`config.mk`:
```
export PLATFORM = sky130hd
export DESIGN_NAME = m24aa01_eeprom
export DESIGN_NICKNAME = d
export VERILOG_FILES = /design/src/rtl/m24aa01_eeprom.sv
export SDC_FILE = /design/constraint.sdc
export NUM_CORES = 2
export LEC_CHECK = 0
export ABC_AREA = 1
export CELL_PAD_IN_SITES_DETAIL_PLACEMENT = 0
export CELL_PAD_IN_SITES_GLOBAL_PLACEMENT = 1
export CORE_MARGIN = 2
export CORE_UTILIZATION = 30
export CTS_CLUSTER_SIZE = 25
export DETAILED_ROUTE_END_ITERATION = 16
export GPL_TIMING_DRIVEN = 0
export PLACE_DENSITY_LB_ADDON = 0.1
export SLEW_MARGIN = 25
export SYNTH_ARGS = -nofsm -noshare
export SYNTH_HDL_FRONTEND = slang
export SYNTH_SLANG_ARGS = --single-unit
```
`constraint.sdc`:
```
create_clock -name clock -period 3.5 [get_ports clock]
set_input_delay 0.7 -clock clock [delete_from_list [all_inputs] [get_ports clock]]
set_output_delay 0.7 -clock clock [all_outputs]
set_load 0.01 [all_outputs]
```
`src/rtl/m24aa01_eeprom.sv`:
```
// ---------------------------------------------------------------------------
// m24aa01_eeprom
//   Behavioural model of a 24AA01-style 1 Kbit I2C serial EEPROM, written as
//   synthesizable logic clocked by a fast system clock that oversamples the
//   I2C bus. Supports byte/page writes with an 8-byte page buffer, current
//   address, random and sequential reads, write protect, and a timed
//   internal write cycle during which the device NACKs its control byte.
//
// Ports
//   clock   in   system clock (>= 8x SCL)
//   rst_n   in   asynchronous active-low reset
//   a0..a2  in   chip-select pins (not decoded)
//   wp      in   write protect, active high
//   scl_i   in   SCL as seen on the bus
//   sda_i   in   SDA as seen on the bus
//   sda_oe  out  1 = pull SDA low, 0 = release (open drain)
//   busy    out  high while an internal write cycle runs
// ---------------------------------------------------------------------------
module m24aa01_eeprom #(
  parameter int          MEM_DEPTH  = 128,
  parameter int          PAGE_SIZE  = 8,
  parameter int          TWC_CYCLES = 500000,
  parameter logic [7:0]  INIT_VALUE = 8'hFF
) (
  input  logic clock,
  input  logic rst_n,
  input  logic a0,
  input  logic a1,
  input  logic a2,
  input  logic wp,
  input  logic scl_i,
  input  logic sda_i,
  output logic sda_oe,
  output logic busy
);

  localparam int AW   = $clog2(MEM_DEPTH);
  localparam int OFFW = $clog2(PAGE_SIZE);
  localparam int CW   = (TWC_CYCLES > 1) ? $clog2(TWC_CYCLES) : 1;

  typedef enum logic [3:0] {
    S_IDLE,
    S_DEV_ADDR,
    S_DEV_ACK,
    S_WORD_ADDR,
    S_WORD_ACK,
    S_WR_DATA,
    S_WR_ACK,
    S_RD_DATA,
    S_RD_ACK
  } state_t;

  // Chip-select pins have no function in this device.
  logic unused_pins;
  assign unused_pins = a0 ^ a1 ^ a2;

  // -------------------------------------------------------------------------
  // Bus synchronizers plus one extra stage used for edge detection.
  // -------------------------------------------------------------------------
  logic scl_s1_q, scl_s2_q, scl_prev_q;
  logic sda_s1_q, sda_s2_q, sda_prev_q;

  always_ff @(posedge clock or negedge rst_n) begin
    if (!rst_n) begin
      scl_s1_q   <= 1'b1;
      scl_s2_q   <= 1'b1;
      scl_prev_q <= 1'b1;
      sda_s1_q   <= 1'b1;
      sda_s2_q   <= 1'b1;
      sda_prev_q <= 1'b1;
    end else begin
      scl_s1_q   <= scl_i;
      scl_s2_q   <= scl_s1_q;
      scl_prev_q <= scl_s2_q;
      sda_s1_q   <= sda_i;
      sda_s2_q   <= sda_s1_q;
      sda_prev_q <= sda_s2_q;
    end
  end

  logic scl_rise, scl_fall, start_det, stop_det;
  assign scl_rise  = scl_s2_q & ~scl_prev_q;
  assign scl_fall  = ~scl_s2_q & scl_prev_q;
  // SDA may only change while SCL is low, except for START/STOP.
  assign start_det = scl_s2_q & scl_prev_q & sda_prev_q & ~sda_s2_q;
  assign stop_det  = scl_s2_q & scl_prev_q & ~sda_prev_q & sda_s2_q;

  // -------------------------------------------------------------------------
  // State
  // -------------------------------------------------------------------------
  state_t              state_q;
  logic [3:0]          bit_cnt_q;
  logic [7:0]          shift_q;
  logic                rw_q;
  logic                master_ack_q;
  logic [AW-1:0]       pointer_q;
  logic                sda_oe_q;
  logic [PAGE_SIZE-1:0] valid_q;
  logic [7:0]          page_buf_q [PAGE_SIZE];
  logic [7:0]          mem_q [MEM_DEPTH];
  logic                busy_q;
  logic [CW-1:0]       busy_cnt_q;

  logic [7:0]          mem_rd;
  logic [AW-1:0]       ptr_inc;
  logic [OFFW-1:0]     ptr_off;
  logic [OFFW-1:0]     ptr_off_inc;
  logic                byte_done;
  logic                commit_d;

  assign mem_rd      = mem_q[pointer_q];
  assign ptr_inc     = (pointer_q == AW'(MEM_DEPTH - 1)) ? '0 : pointer_q + AW'(1);
  assign ptr_off     = pointer_q[OFFW-1:0];
  assign ptr_off_inc = ptr_off + OFFW'(1);
  // Eight bits have been shifted in and SCL has dropped: time for the ACK bit.
  assign byte_done   = scl_fall && (bit_cnt_q == 4'd8);

  // A clean STOP in WR_DATA arrives right after the SCL rise that precedes
  // it, so the bit counter reads 1 (or 0); anything larger is a STOP in the
  // middle of a byte, which aborts the write.
  assign commit_d = stop_det && (state_q == S_WR_DATA) && (bit_cnt_q <= 4'd1)
                    && (|valid_q) && !wp;

  // -------------------------------------------------------------------------
  // Protocol FSM
  // -------------------------------------------------------------------------
  always_ff @(posedge clock or negedge rst_n) begin
    if (!rst_n) begin
      state_q      <= S_IDLE;
      bit_cnt_q    <= '0;
      shift_q      <= '0;
      rw_q         <= 1'b0;
      master_ack_q <= 1'b0;
      pointer_q    <= '0;
      sda_oe_q     <= 1'b0;
      valid_q      <= '0;
      for (int i = 0; i < PAGE_SIZE; i++) begin
        page_buf_q[i] <= '0;
      end
    end else if (start_det) begin
      // Also handles repeated START; any buffered page data is discarded.
      state_q   <= S_DEV_ADDR;
      bit_cnt_q <= '0;
      sda_oe_q  <= 1'b0;
      valid_q   <= '0;
    end else if (stop_det) begin
      state_q   <= S_IDLE;
      bit_cnt_q <= '0;
      sda_oe_q  <= 1'b0;
      valid_q   <= '0;
    end else begin
      case (state_q)
        S_IDLE: begin
          sda_oe_q <= 1'b0;
        end

        S_DEV_ADDR: begin
          if (scl_rise) begin
            shift_q   <= {shift_q[6:0], sda_s2_q};
            bit_cnt_q <= bit_cnt_q + 4'd1;
          end else if (byte_done) begin
            bit_cnt_q <= '0;
            if (shift_q[7:4] == 4'b1010 && !busy_q) begin
              sda_oe_q <= 1'b1;
              rw_q     <= shift_q[0];
              state_q  <= S_DEV_ACK;
            end else begin
              sda_oe_q <= 1'b0;
              state_q  <= S_IDLE;
            end
          end
        end

        S_DEV_ACK: begin
          if (scl_fall) begin
            bit_cnt_q <= '0;
            if (rw_q) begin
              // Present the first read bit immediately after the ACK clock.
              shift_q  <= mem_rd;
              sda_oe_q <= ~mem_rd[7];
              state_q  <= S_RD_DATA;
            end else begin
              sda_oe_q <= 1'b0;
              state_q  <= S_WORD_ADDR;
            end
          end
        end

        S_WORD_ADDR: begin
          if (scl_rise) begin
            shift_q   <= {shift_q[6:0], sda_s2_q};
            bit_cnt_q <= bit_cnt_q + 4'd1;
          end else if (byte_done) begin
            bit_cnt_q <= '0;
            pointer_q <= shift_q[AW-1:0];
            sda_oe_q  <= 1'b1;
            state_q   <= S_WORD_ACK;
          end
        end

        S_WORD_ACK: begin
          if (scl_fall) begin
            bit_cnt_q <= '0;
            sda_oe_q  <= 1'b0;
            state_q   <= S_WR_DATA;
          end
        end

        S_WR_DATA: begin
          if (scl_rise) begin
            shift_q   <= {shift_q[6:0], sda_s2_q};
            bit_cnt_q <= bit_cnt_q + 4'd1;
          end else if (byte_done) begin
            bit_cnt_q           <= '0;
            page_buf_q[ptr_off] <= shift_q;
            valid_q[ptr_off]    <= 1'b1;
            // Only the in-page offset advances, so writes wrap in the page.
            pointer_q           <= {pointer_q[AW-1:OFFW], ptr_off_inc};
            sda_oe_q            <= 1'b1;
            state_q             <= S_WR_ACK;
          end
        end

        S_WR_ACK: begin
          if (scl_fall) begin
            bit_cnt_q <= '0;
            sda_oe_q  <= 1'b0;
            state_q   <= S_WR_DATA;
          end
        end

        S_RD_DATA: begin
          if (scl_rise) begin
            bit_cnt_q <= bit_cnt_q + 4'd1;
          end else if (scl_fall) begin
            if (bit_cnt_q == 4'd8) begin
              sda_oe_q  <= 1'b0;
              pointer_q <= ptr_inc;
              state_q   <= S_RD_ACK;
            end else begin
              sda_oe_q <= ~shift_q[6];
              shift_q  <= {shift_q[6:0], 1'b0};
            end
          end
        end

        S_RD_ACK: begin
          if (scl_rise) begin
            master_ack_q <= ~sda_s2_q;
          end else if (scl_fall) begin
            bit_cnt_q <= '0;
            if (master_ack_q) begin
              shift_q  <= mem_rd;
              sda_oe_q <= ~mem_rd[7];
              state_q  <= S_RD_DATA;
            end else begin
              sda_oe_q <= 1'b0;
              state_q  <= S_IDLE;
            end
          end
        end

        default: begin
          state_q  <= S_IDLE;
          sda_oe_q <= 1'b0;
        end
      endcase
    end
  end

  // -------------------------------------------------------------------------
  // Storage array. Committed page bytes are written in one clock; the write
  // cycle timer below only models the device being unavailable.
  // -------------------------------------------------------------------------
  always_ff @(posedge clock or negedge rst_n) begin
    if (!rst_n) begin
      for (int i = 0; i < MEM_DEPTH; i++) begin
        mem_q[i] <= INIT_VALUE;
      end
    end else if (commit_d) begin
      for (int j = 0; j < PAGE_SIZE; j++) begin
        if (valid_q[j]) begin
          mem_q[{pointer_q[AW-1:OFFW], OFFW'(j)}] <= page_buf_q[j];
        end
      end
    end
  end

  // -------------------------------------------------------------------------
  // Internal write cycle timer: busy stays high for exactly TWC_CYCLES clocks.
  // -------------------------------------------------------------------------
  always_ff @(posedge clock or negedge rst_n) begin
    if (!rst_n) begin
      busy_q     <= 1'b0;
      busy_cnt_q <= '0;
    end else if (commit_d) begin
      busy_q     <= 1'b1;
      busy_cnt_q <= CW'(TWC_CYCLES - 1);
    end else if (busy_q) begin
      if (busy_cnt_q == '0) begin
        busy_q <= 1'b0;
      end else begin
        busy_cnt_q <= busy_cnt_q - CW'(1);
      end
    end
  end

  assign sda_oe = sda_oe_q;
  assign busy   = busy_q;

endmodule

```
==> out/results.tsv <==
metric	value	unit
FF-to-FF Start	pointer_q[0]$_DFFE_PN0P_	
IO Pins	10	
final wirelength	290900	um
die width	426.4	um
worst rel slew slack	23.58	%
number of setup violations in the final report	3	
Worst Skew	27.31	ps
RSZ-0062 raised after global routing	true	
drt drc	0	
post-detailed-route count of antenna-violating nets	0	
VDD IR max	284.3	uV
clk sink count	1148	
R2R setup slack	-90	ps
max cap viols	0	
placed cell area	58180	um^2
failing checks	setup timing	
largest net degree at the start of global routing	134	
Mean Syn Cell Area	8.466	um^2
mapped cell area	53520	um^2
clk slew on worst S/H paths	60	ps
final hold slack	297.9	ps
CTS HTree Levels	4	
leading area contributor after synthesis	dfstp_2	
number of synthesized flops with an enable pin	0	
proportion of layout cells with a drive suffix above 1	26.79	%
Fillers	18700	
Die Height	426.4	um
number of antenna violations at the first check in global routing	25	
synthesis-stage register bit count	1148	
count leader, synth	nand2_1	
critical path fanouts, max	10	
Min-Delay Endpoint	sda_s1_q$_DFF_PN1_	
Netlist cell types	41	
crit path launch type	flop	
Initial Utilization	30.09	%
Initial DRT Pass Iterations	6	
initial DRC count	5495	
dpl hpwl	220600	um
fmax	278.4	MHz
# port buffers	6	
vias in the first global route	44030	
Critical Path End Type	flop	
WP data arrival	4340	ps
post-route insts no fill	9005	
DR vias/cell	5.299	
status	finished, violations left	
Yosys warning count	0	
cell count after synthesis	6321	
worst hold path class	input port to flop	
CTS tree	done	
Rows	155	
Crit path required time	4250	ps
Yosys top cell area share	50.57	%
Tightest Pin Transition	1146	ps
total CTS buffers	144	
Hold Vio Cnt, Final	0	
commonest cells in the netlist	nand2_1 (1626), o21ai_0 (1252), dfstp_2 (1030)	
Synth Flop Type	dfstp_2	
Final Instance Area	63200	um^2
final RePlAce weighted congestion	0.9729	
placed insts	8743	
clk buf depth	3	
final layout net count	6547	
post-synthesis sequential area ratio	56.09	%
Post-Syn Nets	6334	
type of the worst setup path	flop to flop	
synth top area cells	dfstp_2 (51%), o21ai_0 (12%), nand2_1 (11%)	
leak pwr	23.91	nW
Cell Pwr Density	471.8	nW/um^2
latest clock arrival within the worst-skew pair	820	ps
Syn-to-layout area delta	18.11	%
Core Region	177800	um^2
DR WL/cell	32.30	um
FF-to-FF path depth	13	
crit share post-route	102.6	%
Final Max Slew Viols	0	
setup slack after layout	-92.11	ps
fin crit period	3592	ps
clock root buffer	clkbuf_16	
total grt overflow	0	
hold_sp	sda_i	
GRT Util Overall	31.60	%
Post-synth ARST share	100.0	%
total chip power	29.82	mW
worst reg2reg path endpoint	shift_q[4]$_DFFE_PN0P_	
Die Area	181800	um^2
Vias	47720	
first-pass GRT wire length	390600	um
Hold Crit Depth	1	
## metal layers
metal	GRT usage, %	share of wire, %	up-vias
li1	-	-	21230
met1	45.59	46	24170
met2	46.69	43	1902
met3	6.271	7.4	406
met4	11.25	4.0	14
met5	0	0.043	-
## state kept, by name, indices dropped and copies added, names as in the netlist, 4 cells and up
signal,flops
bit_cnt_q,4
mem_q,1024
pointer_q,7
busy_cnt_q,19
state_q,4
shift_q,8
page_buf_q,64
valid_q,8
## how the worst max path moves through the flow
| stage | from | to | depth (start not counted) |
|---|---|---|---|
| after floorplan | wp | mem_q[341]$_DFFE_PN1P_ | 9 |
| after global placement | rst_n | busy_cnt_q[8]$_DFFE_PN0P_ | 1 |
| after detailed placement | pointer_q[0]$_DFFE_PN0P_ | shift_q[4]$_DFFE_PN0P_ | 12 |
| after CTS | pointer_q[0]$_DFFE_PN0P_ | shift_q[6]$_DFFE_PN0P_ | 15 |
| after global routing | pointer_q[0]$_DFFE_PN0P_ | shift_q[7]$_DFFE_PN0P_ | 17 |
| final | pointer_q[0]$_DFFE_PN0P_ | shift_q[4]$_DFFE_PN0P_ | 13 |
## placed cells by master (no fill, tap or decap), types with 6 or more instances in the layout
| master | Yosys | final |
|---|---|---|
| nand2_1 | 1626 | 1623 |
| o21ai_0 | 1252 | 1188 |
| dfstp_2 | 1030 | 1030 |
| nor2_1 | 688 | 669 |
| o21ai_1 | 279 | 337 |
| inv_1 | 311 | 310 |
| clkbuf_1 | 318 | 225 |
| clkbuf_16 | 0 | 151 |
| o211ai_1 | 133 | 133 |
| or2_2 | 130 | 130 |
| nand3_1 | 126 | 122 |
| dfrtp_1 | 118 | 116 |
| clkbuf_2 | 0 | 90 |
| buf_16 | 0 | 46 |
| nand2_4 | 41 | 42 |
| clkbuf_4 | 0 | 41 |
| a21oi_1 | 39 | 38 |
| buf_2 | 35 | 36 |
| buf_6 | 29 | 33 |
| nand2_2 | 27 | 29 |
| clkbuf_8 | 0 | 29 |
| o22ai_1 | 30 | 29 |
| nor2_4 | 8 | 23 |
| nor3_1 | 20 | 19 |
| clkinv_2 | 0 | 17 |
| nor2_2 | 12 | 16 |
| buf_4 | 0 | 15 |
| nand4_1 | 14 | 14 |
| buf_12 | 3 | 10 |
| a22oi_1 | 8 | 7 |
| diode_2 | 0 | 6 |
| o21ai_2 | 0 | 6 |
## critical path: stages, from the launching register on
cell and delay (ps):
dfrtp_2 450, buf_4 280, buf_4 310, buf_12 260
clkbuf_8 300, clkbuf_8 310, nor2_1 80, o22ai_1 350
o21ai_1 230, nand4_1 390, nand2_1 140, nand3_2 210
nand2_1 80, nand2_1 60
## stage by stage
| stage | setup slack [ps] | TNS, ps | util (%) |
|---|---|---|---|
| finish | -92.11 | -157.2 | 35.54 |
| global route | -5.687 | -5.687 | 35.53 |
| floorplan | 1094 | 0 | - |
| CTS | -1.342 | -1.342 | 35.51 |
| global placement | -54370 | - | 31.78 |
| detailed placement | -1562 | -80200 | 32.72 |
## power by group
part           total [mW]  leakage [nW]  internal (mW)  switching (mW)
Combinational        1.35          9.48          0.320            1.03
Clock                14.8          2.23           8.66            6.18
Sequential           13.6          12.2           13.5           0.148
## repair_timing
action	CTS	global route
endpoints found under the setup margin	245	28
pin swaps	9	7
hold endpoints to repair	30	0
resized for setup	206	48
hold buffers	1	0
buffers inserted	2	0
## final cells by class
cell class              instances  area (um^2)  area share (%)
plain buffers                 387         2180           3.448
well taps                    2355         2947           4.662
multi-input cells            4465        20730           32.81
diodes                          6        15.01         0.02376
repair buffers                 70         1564           2.475
clock inverters                26        251.5          0.3979
clock buffers                 230         4295           6.796
inverters                     318         1199           1.896
flip-flops and latches       1148        30020           47.49
## cells by family after synthesis
group                      share of synthesized area (%)
AOI/OAI and AO/OA                                  17.26
xor gates and xnor gates                         0.01637
adders and majority gates                         0.1169
buffers and inverters                              5.546
DFF                                                56.09
and+or+nand+nor                                    20.97
No activity file was read; power rests on OpenSTA's default activity.
